--- config.mk ---
export PLATFORM = sky130hd
export DESIGN_NAME = charge_timer
export DESIGN_NICKNAME = d
export VERILOG_FILES = /design/src/rtl/charge_timer.sv
export SDC_FILE = /design/constraint.sdc
export NUM_CORES = 1
export LEC_CHECK = 0
export BUFFER_PORTS_ARGS = -buffer_cell sky130_fd_sc_hd__buf_4
export CORE_ASPECT_RATIO = 1.1
export CORE_UTILIZATION = 40
export DETAILED_ROUTE_END_ITERATION = 16
export GPL_ROUTABILITY_DRIVEN = 1
export PLACE_DENSITY = 0.54
export SYNTH_ARGS = -nofsm -noshare
export SYNTH_HDL_FRONTEND = slang
export SYNTH_SLANG_ARGS = --single-unit
export TNS_END_PERCENT = 100
--- constraint.sdc ---
create_clock -name clk -period 3.4 [get_ports clk]
set_clock_uncertainty 0.05 [all_clocks]
set_input_delay 0.85 -clock clk [delete_from_list [all_inputs] [get_ports clk]]
set_output_delay 0.85 -clock clk [all_outputs]
set_load 0.02 [all_outputs]
--- src/rtl/charge_timer.sv ---
// Single-shot charging-duration timer: start launches a TIME_S second interval
// counted with an internal 1 s prescaler; HOLD blocks auto-restart while start stays high.
module charge_timer #(
    parameter int CLK_FREQ_HZ = 50_000_000,
    parameter int TIME_S      = 10,
    parameter int SEC_W       = 8
) (
    input  logic             clk,
    input  logic             reset,
    input  logic             start,
    output logic             timing,
    output logic             done,
    output logic [SEC_W-1:0] remain_sec,
    output logic [1:0]       dbg_state
);

    localparam int PRE_W = (CLK_FREQ_HZ > 1) ? $clog2(CLK_FREQ_HZ) : 1;
    localparam logic [PRE_W-1:0] PRE_MAX = PRE_W'(CLK_FREQ_HZ - 1);
    localparam logic [SEC_W-1:0] SEC_LOAD = SEC_W'(TIME_S);

    typedef enum logic [1:0] {
        IDLE = 2'd0,
        RUN  = 2'd1,
        HOLD = 2'd2
    } state_t;

    state_t             state_q;
    logic [PRE_W-1:0]   pre_q;
    logic [SEC_W-1:0]   remain_q;
    logic               timing_q;
    logic               done_q;

    always_ff @(posedge clk or negedge reset) begin
        if (!reset) begin
            state_q  <= IDLE;
            pre_q    <= '0;
            remain_q <= '0;
            timing_q <= 1'b0;
            done_q   <= 1'b0;
        end else begin
            done_q <= 1'b0;
            case (state_q)
                IDLE: begin
                    if (start) begin
                        state_q  <= RUN;
                        pre_q    <= '0;
                        remain_q <= SEC_LOAD;
                        timing_q <= 1'b1;
                    end
                end
                RUN: begin
                    // start is deliberately not looked at here: no retrigger, no extension
                    if (pre_q == PRE_MAX) begin
                        pre_q    <= '0;
                        remain_q <= remain_q - SEC_W'(1);
                        if (remain_q == SEC_W'(1)) begin
                            timing_q <= 1'b0;
                            done_q   <= 1'b1;
                            state_q  <= HOLD;
                        end
                    end else begin
                        pre_q <= pre_q + PRE_W'(1);
                    end
                end
                HOLD: begin
                    timing_q <= 1'b0;
                    remain_q <= '0;
                    if (!start) begin
                        state_q <= IDLE;
                    end
                end
                default: begin
                    state_q  <= IDLE;
                    timing_q <= 1'b0;
                    remain_q <= '0;
                end
            endcase
        end
    end

    assign timing     = timing_q;
    assign done       = done_q;
    assign remain_sec = remain_q;
    assign dbg_state  = state_q;

endmodule

==> results of run 1 <==
==> cell families after synthesis <==
family / count (synthesis) / synth area share
compound gates: 28 / 0.0888
xor+xnor: 24 / 0.101
simple gates: 119 / 0.305
buf+inv: 14 / 0.0278
fa+ha+maj: 3 / 0.0181
flops: 38 / 0.459
==> metrics by stage <==
stage | util | total power [mW] | setup slack [ns] | hold slack (ns)
floorplan | - | 0.755 | 0.898 | 0.423
global placement | 0.444 | 0.833 | 0.872 | 0.472
detailed placement | 0.444 | 0.829 | 0.795 | 0.480
CTS | 0.466 | 1.22 | 0.775 | 0.480
global route | 0.466 | 1.28 | 0.659 | 0.503
finish | 0.466 | 1.21 | 0.813 | 0.458
==> registers in the layout, summed over array words and instances, names as in the netlist <==
register / cells
dbg_state: 2
timing: 1
pre_q: 26
remain_sec: 8
done: 1
==> critical path, cell delays in order, from the launching register on <==
cell	delay, ns
dfrtp_1	0.44
or4b_1	0.59
nor4_4	0.48
a21oi_2	0.28
nor2_4	0.45
o21ai_0	0.16
==> placed cells by master, fill, tap and decap left out, types with 2 or more instances in the layout <==
| cell | synthesis | layout |
|---|---|---|
| dfrtp_1 | 38 | 38 |
| nor2_1 | 35 | 35 |
| xnor2_1 | 17 | 17 |
| nand2_1 | 16 | 16 |
| nor3_1 | 14 | 14 |
| buf_4 | 1 | 14 |
| nand3_1 | 11 | 11 |
| nand4_1 | 10 | 10 |
| inv_1 | 7 | 7 |
| nor4_1 | 7 | 7 |
| o21ai_0 | 7 | 7 |
| xor2_1 | 7 | 7 |
| a21oi_1 | 5 | 5 |
| a31oi_1 | 5 | 5 |
| clkbuf_8 | 0 | 5 |
| nand2b_1 | 4 | 4 |
| or3_1 | 4 | 4 |
| ha_1 | 3 | 3 |
| or4_1 | 2 | 2 |
| or2_2 | 2 | 2 |
| nor4b_1 | 2 | 2 |
| a21o_1 | 2 | 2 |
| a311oi_1 | 2 | 2 |
==> power groups by stage <==
stage	Sequential [mW]	Clock, mW	Combinational [mW]
after floorplan	0.617	0	0.138
after global placement	0.630	0	0.203
after detailed placement	0.625	0	0.203
after CTS	0.619	0.399	0.204
after global routing	0.634	0.418	0.230
final	0.620	0.389	0.201
==> metal layers <==
metal,up-vias,global-route usage,wire [um]
met3,6,0.0390,136
met1,771,0.236,2180
met2,29,0.306,2160
met5,-,0,0
met4,0,0.0600,57
li1,826,-,-
==> area by class of cell <==
type | instances | share of cell area
tap | 58 | 0.0312
multi-input combinational | 174 | 0.457
clock buffer | 6 | 0.0312
clock inverter | 2 | 0.0161
sequential | 38 | 0.408
timing repair buffer | 14 | 0.0451
inverter | 7 | 0.0113
==> worst max path at each step <==
stage | start | to | slack (ns) | depth (start not counted)
after floorplan | start | pre_q[25] | 0.90 | 7
after CTS | pre_q[10] | pre_q[11] | 0.77 | 5
after global routing | pre_q[10] | pre_q[11] | 0.66 | 5
after global placement | start | pre_q[19] | 0.87 | 6
after detailed placement | pre_q[10] | pre_q[11] | 0.79 | 5
final | pre_q[10] | pre_q[11] | 0.81 | 5
==> key figures, run 1 <==
Clock tree
  • Longest Clk Path Bufs: 2
  • Htree depth: 2
  • CTS tree: yes
  • Clk sinks: 38
  • Hold buffers post-CTS: 0
  • # resized after CTS: 0
  • Clk_lat worst skew: 0.30 ns
  • CTS root buffer: clkbuf_8
  • TritonCTS buffer count: 5
  • Postcts setup bufs: 0
  • Clk pin slew, worst setup/hold paths: 0.08 ns

Power
  • Clock power frac: 0.322
  • Net Switching: ~0.37 mW
  • Sequential Power Share: 0.513
  • Leak pwr: approximately 0.92 nW
  • Power Density: 520 nW/um^2
  • Internal: 0.836 mW
  • Switch share: 0.309
  • Maximum vdd ir drop: around 0.21 mV
  • Logic pwr share: 0.166

Synth
  • Cells after synthesis: ~230
  • Avg Synthesized Cell Area: a little over 9 um^2
  • Netlist Area Pre-Place: slightly above 2000 um^2
  • Synth area leaders: dfrtp_1, xnor2_1, nor2_1
  • EDFF count, synth: 0
  • Commonest cells in the synthesized netlist: dfrtp_1, nor2_1, xnor2_1, nand2_1, nor3_1
  • Async SR Flop Fraction: 1.00
  • YS warnings: 0
  • Synth top area share: 0.459
  • Most frequent cell after synthesis: dfrtp_1
  • Seq/Total Area, Yosys: 0.459
  • Post-Syn Nets: approximately 230
  • Netlist cell types: 43
  • Cell taking the most area after synthesis: dfrtp_1
  • Most used DFF post-synth: dfrtp_1
  • #FFs+latches synth: 38

GRT
  • Grt ovf: 0
  • Pin count of the biggest net entering global routing: 39
  • Number of global-route vias before repair: ~1600
  • First-pass GRT wire length: 7.76 mm
  • Antenna violations before repair: 0
  • GRT Total Usage: 0.183

Floorplan
  • Die span in y: 77.5 um
  • Core Rows: 27
  • Die footprint: around 5500 um^2
  • Die X: between 70 and 80 um
  • IO Pins: 15
  • Core Footprint: 5000 um^2
  • Starting Density: 0.414

Status
  • Status: finished, final reports clean

Placement
  • DP Area: around 2200 um^2
  • DP Cell Count: a little under 300
  • Post-DP HPWL: 3.12 mm
  • Port-buffer cells: 14
  • Gp weighted congestion: approximately 0.76

Timing
  • RSZ-0062 raised after global routing: false
  • Final setup vio count: 0
  • Fmax achieved: approximately 0.39 GHz
  • Max-slew headroom: 0.565
  • Min cycle time layout: around 2.6 ns
  • Worst-Margin Slew: between 0.6 and 0.7 ns
  • Slew Limit Fails: 0
  • Fin. Hold Viols: 0
  • Tcrit/Tclk final: 0.761
  • Final TNS setup: 0 ns

Critical path
  • Reg-to-Reg Start: pre_q[10]
  • Critical Path AT: ~2.7 ns
  • Worst r2r dst: pre_q[11]
  • CP Class: reg2reg
  • Critical path peak fanout: 19
  • Worst setup EP type: flip-flop
  • Worst R2R Setup Slack: slightly above 0.8 ns
  • Reg2reg path depth: 5
  • Startpoint type of the worst setup path: flip-flop
  • Critical Path RT: about 3.5 ns

Drt
  • Post-DR wirelength/cell: approximately 15 um
  • Final wirelength: approximately 4.5 mm
  • Number of routed nets with antenna violations: 0
  • DRC: 0
  • DR pass1 iterations: 4
  • DR vias: about 1600
  • Initial DRC count: between 80 and 90
  • DR vias/cell: around 5.5

Hold path
  • HP Class: in2async

Layout
  • Sequential Area: around 950 um^2
  • Layout cell share with drive strength beyond 1: 0.124
  • Final nets: approximately 250
  • Area grow syn2layout: 12.4%
  • Non-Filler Instances: 299
  • Design area: 2330 um^2
  • Fillers: 487
  • N_diodes: 0
  • Area of the multi-input gates: around 1100 um^2

Job
  • Max Cap Viol: 0
Note: power is estimated with default switching activity, not from simulation.
==> run 2: changes to the inputs <==
--- a/config.mk
+++ b/config.mk
@@ -5,12 +5,13 @@
 export SDC_FILE = /design/constraint.sdc
 export NUM_CORES = 1
 export LEC_CHECK = 0
+export ABC_AREA = 1
 export BUFFER_PORTS_ARGS = -buffer_cell sky130_fd_sc_hd__buf_4
 export CORE_ASPECT_RATIO = 1.1
 export CORE_UTILIZATION = 40
 export DETAILED_ROUTE_END_ITERATION = 16
 export GPL_ROUTABILITY_DRIVEN = 1
-export PLACE_DENSITY = 0.54
+export PLACE_DENSITY = 0.53
 export SYNTH_ARGS = -nofsm -noshare
 export SYNTH_HDL_FRONTEND = slang
 export SYNTH_SLANG_ARGS = --single-unit
==> constraint.sdc (replaced) <==
create_clock -name clk -period 2.6 [get_ports clk]
set_clock_uncertainty 0.05 [all_clocks]
set_input_delay 0.65 -clock clk [delete_from_list [all_inputs] [get_ports clk]]
set_output_delay 0.65 -clock clk [all_outputs]
set_load 0.02 [all_outputs]
==> run 2 against run 1 <==
- sequential share of layout area shrank 6.9 points
- design area grew 20%
- synthesized cell count grew 54%
- non-clock buffer count grew 2
- critical path type unchanged
==> key figures, run 2 <==
Synth
  • Netlist cell types: 29 (-33%)
  • Most frequent cell after synthesis: nand2_1
  • Most used DFF post-synth: dfrtp_1
  • Seq/Total Area, Yosys: 0.382 (-0.0768)
  • Cells after synthesis: 348 (+54%)
  • Synth top area share: 0.382 (-0.0768)
  • YS warnings: 0 (unchanged)
  • #FFs+latches synth: 38 (unchanged)
  • Cell taking the most area after synthesis: dfrtp_1
  • EDFF count, synth: 0 (unchanged)
  • Commonest cells in the synthesized netlist: nand2_1, nor2_1, dfrtp_1, nand3_1, inv_1
  • Synth area leaders: dfrtp_1, nand2_1, nor2_1
  • Netlist Area Pre-Place: 2490 um^2 (+20%)
  • Post-Syn Nets: 354 (+53%)
  • Avg Synthesized Cell Area: 7.15 um^2 (-22%)
  • Async SR Flop Fraction: 1.00 (unchanged)

Critical path
  • Critical Path RT: 2.74 ns (-0.78 ns)
  • Reg-to-Reg Start: pre_q[0]
  • CP Class: reg2reg
  • Worst R2R Setup Slack: 0.75 ns (-0.06 ns)
  • Worst r2r dst: timing
  • Reg2reg path depth: 8 (+3)
  • Startpoint type of the worst setup path: flip-flop
  • Critical path peak fanout: 6 (-13)
  • Worst setup EP type: flip-flop
  • Critical Path AT: 1.99 ns (-0.71 ns)

Floorplan
  • Die footprint: 6540 um^2 (+20%)
  • Die X: 77.2 um (+9.3%)
  • Core Rows: 29 (+7.4%)
  • Core Footprint: 5880 um^2 (+18%)
  • Starting Density: 0.423 (+0.00896)
  • Die span in y: 84.7 um (+9.3%)
  • IO Pins: 15 (unchanged)

Timing
  • Worst-Margin Slew: 0.501 ns (-0.145 ns)
  • Slew Limit Fails: 0 (unchanged)
  • Tcrit/Tclk final: 0.712 (-0.0489)
  • Fin. Hold Viols: 0 (unchanged)
  • Final TNS setup: 0 ns (unchanged)
  • Min cycle time layout: 1.85 ns (-0.736 ns)
  • Max-slew headroom: 0.666 (+0.100)
  • RSZ-0062 raised after global routing: false
  • Final setup vio count: 0 (unchanged)
  • Fmax achieved: 0.540 GHz (+40%)

Clock tree
  • CTS tree: yes
  • Clk sinks: 38 (unchanged)
  • CTS root buffer: clkbuf_8
  • # resized after CTS: 0 (unchanged)
  • Longest Clk Path Bufs: 2 (unchanged)
  • Htree depth: 2 (unchanged)
  • Hold buffers post-CTS: 0 (unchanged)
  • Postcts setup bufs: 0 (unchanged)
  • TritonCTS buffer count: 5 (unchanged)
  • Clk_lat worst skew: 0.30 ns (about the same)
  • Clk pin slew, worst setup/hold paths: 0.09 ns (about the same)

Drt
  • DR pass1 iterations: 4 (unchanged)
  • Final wirelength: 6.14 mm (+36%)
  • Number of routed nets with antenna violations: 0 (unchanged)
  • DRC: 0 (unchanged)
  • Initial DRC count: 87 (+4.8%)
  • Post-DR wirelength/cell: 13.8 um (-9.2%)
  • DR vias: 2192 (+34%)
  • DR vias/cell: 4.91 (-10%)

Layout
  • Max reg flops: 26 (unchanged)
  • Area grow syn2layout: 12.7%
  • N_diodes: 0 (unchanged)
  • Largest reg by FF count: pre_q
  • Final nets: 374 (+52%)
  • Most frequent cells in the layout: nand2_1, nor2_1, dfrtp_1
  • Layout cell share with drive strength beyond 1: 0.182 (+0.0571)
  • Commonest non-fill, non-tap cell in the layout: nand2_1

Power
  • Total chip power: 2.04 mW (+69%)
  • Maximum vdd ir drop: 0.486 mV (+130%)
  • Leak pwr: 1.26 nW (+37%)
  • Power Density: 729 nW/um^2 (+40%)

Status
  • Status: finished, final reports clean

Job
  • Max Cap Viol: 0 (unchanged)

GRT
  • GRT Total Usage: 0.212 (+0.0288)
  • Number of global-route vias before repair: 2192 (+37%)
  • Antenna violations before repair: 0 (unchanged)
  • First-pass GRT wire length: 10.8 mm (+39%)
  • Pin count of the biggest net entering global routing: 39 (unchanged)
  • Grt ovf: 0 (unchanged)

Hold path
  • HP Class: in2async

Placement
  • Gp weighted congestion: 0.831 (+9.8%)
  • Post-DP HPWL: 4.59 mm (+47%)
  • Port-buffer cells: 14 (unchanged)
==> run 2: cell type report <==
class                      count  area, um^2
sequential                    38         951
clock inverter                 3        45.0
tap                           77        96.3
timing repair buffer          16         120
inverter                      32         125
fill                         600        3070
clock buffer                   5        68.8
multi-input combinational    275        1400
==> run 2: routing by layer <==
layer / part of all wire / vias to the layer above / GRT usage
li1: - / 1146 / -
met1: 0.48 / 1010 / 0.270
met2: 0.49 / 26 / 0.370
met3: 0.020 / 10 / 0.0326
met4: 0.017 / 0 / 0.0566
met5: 0 / - / 0
==> run 2: logic make-up (layout without fill, tap and decap cells) <==
logic type,after synthesis,in the layout,share of synthesized area
AND/OR/NAND/NOR,234,234,0.441
flip-flops,38,38,0.382
buffers and inverters,35,56,0.0563
AO/OA/AOI/OAI,27,27,0.0664
XOR/XNOR,10,10,0.0352
adder cells (fa/ha/maj),3,3,0.0151
multiplexers,1,1,0.00402
==> run 2: where the power goes <==
group | switching, mW | total [mW] | internal, mW | leakage [nW]
combinational | 0.387 | 0.651 | 0.263 | 0.709
sequential | 0.162 | 0.873 | 0.711 | 0.505
clock | 0.235 | 0.521 | 0.286 | 0.0504
total | 0.785 | 2.04 | 1.26 | 1.26
==> run 2: critical path, stage by stage (launching register included) <==
cell and delay (ns):
dfrtp_1 0.39, ha_1 0.33, nand2_1 0.13, nor2_2 0.20, nand2_1 0.11, nor2_1 0.18, nand3_1 0.18, nand2_1 0.12
a21oi_1 0.07
==> run 2: how the worst max path moves through the flow <==
stage / start / endpoint / slack (ns) / cells after the start
after floorplan: pre_q[0] / pre_q[14] / 1.07 / 10
after global placement: start / pre_q[13] / 0.61 / 8
after detailed placement: start / pre_q[13] / 0.60 / 8
after CTS: pre_q[0] / timing / 0.76 / 8
after global routing: pre_q[1] / timing / 0.59 / 8
final: pre_q[0] / timing / 0.75 / 8
==> run 2: metrics by stage <==
step / hold WS, ns / cell area (um^2) / setup WS (ns) / util / std cells
after floorplan: 0.304 / 2490 / 1.07 / - / 348
after global placement: 0.444 / 2690 / 0.609 / 0.458 / 438
after detailed placement: 0.447 / 2690 / 0.603 / 0.458 / 438
after CTS: 0.289 / 2800 / 0.756 / 0.477 / 446
after global routing: 0.311 / 2800 / 0.588 / 0.477 / 446
final: 0.270 / 2800 / 0.749 / 0.477 / 446
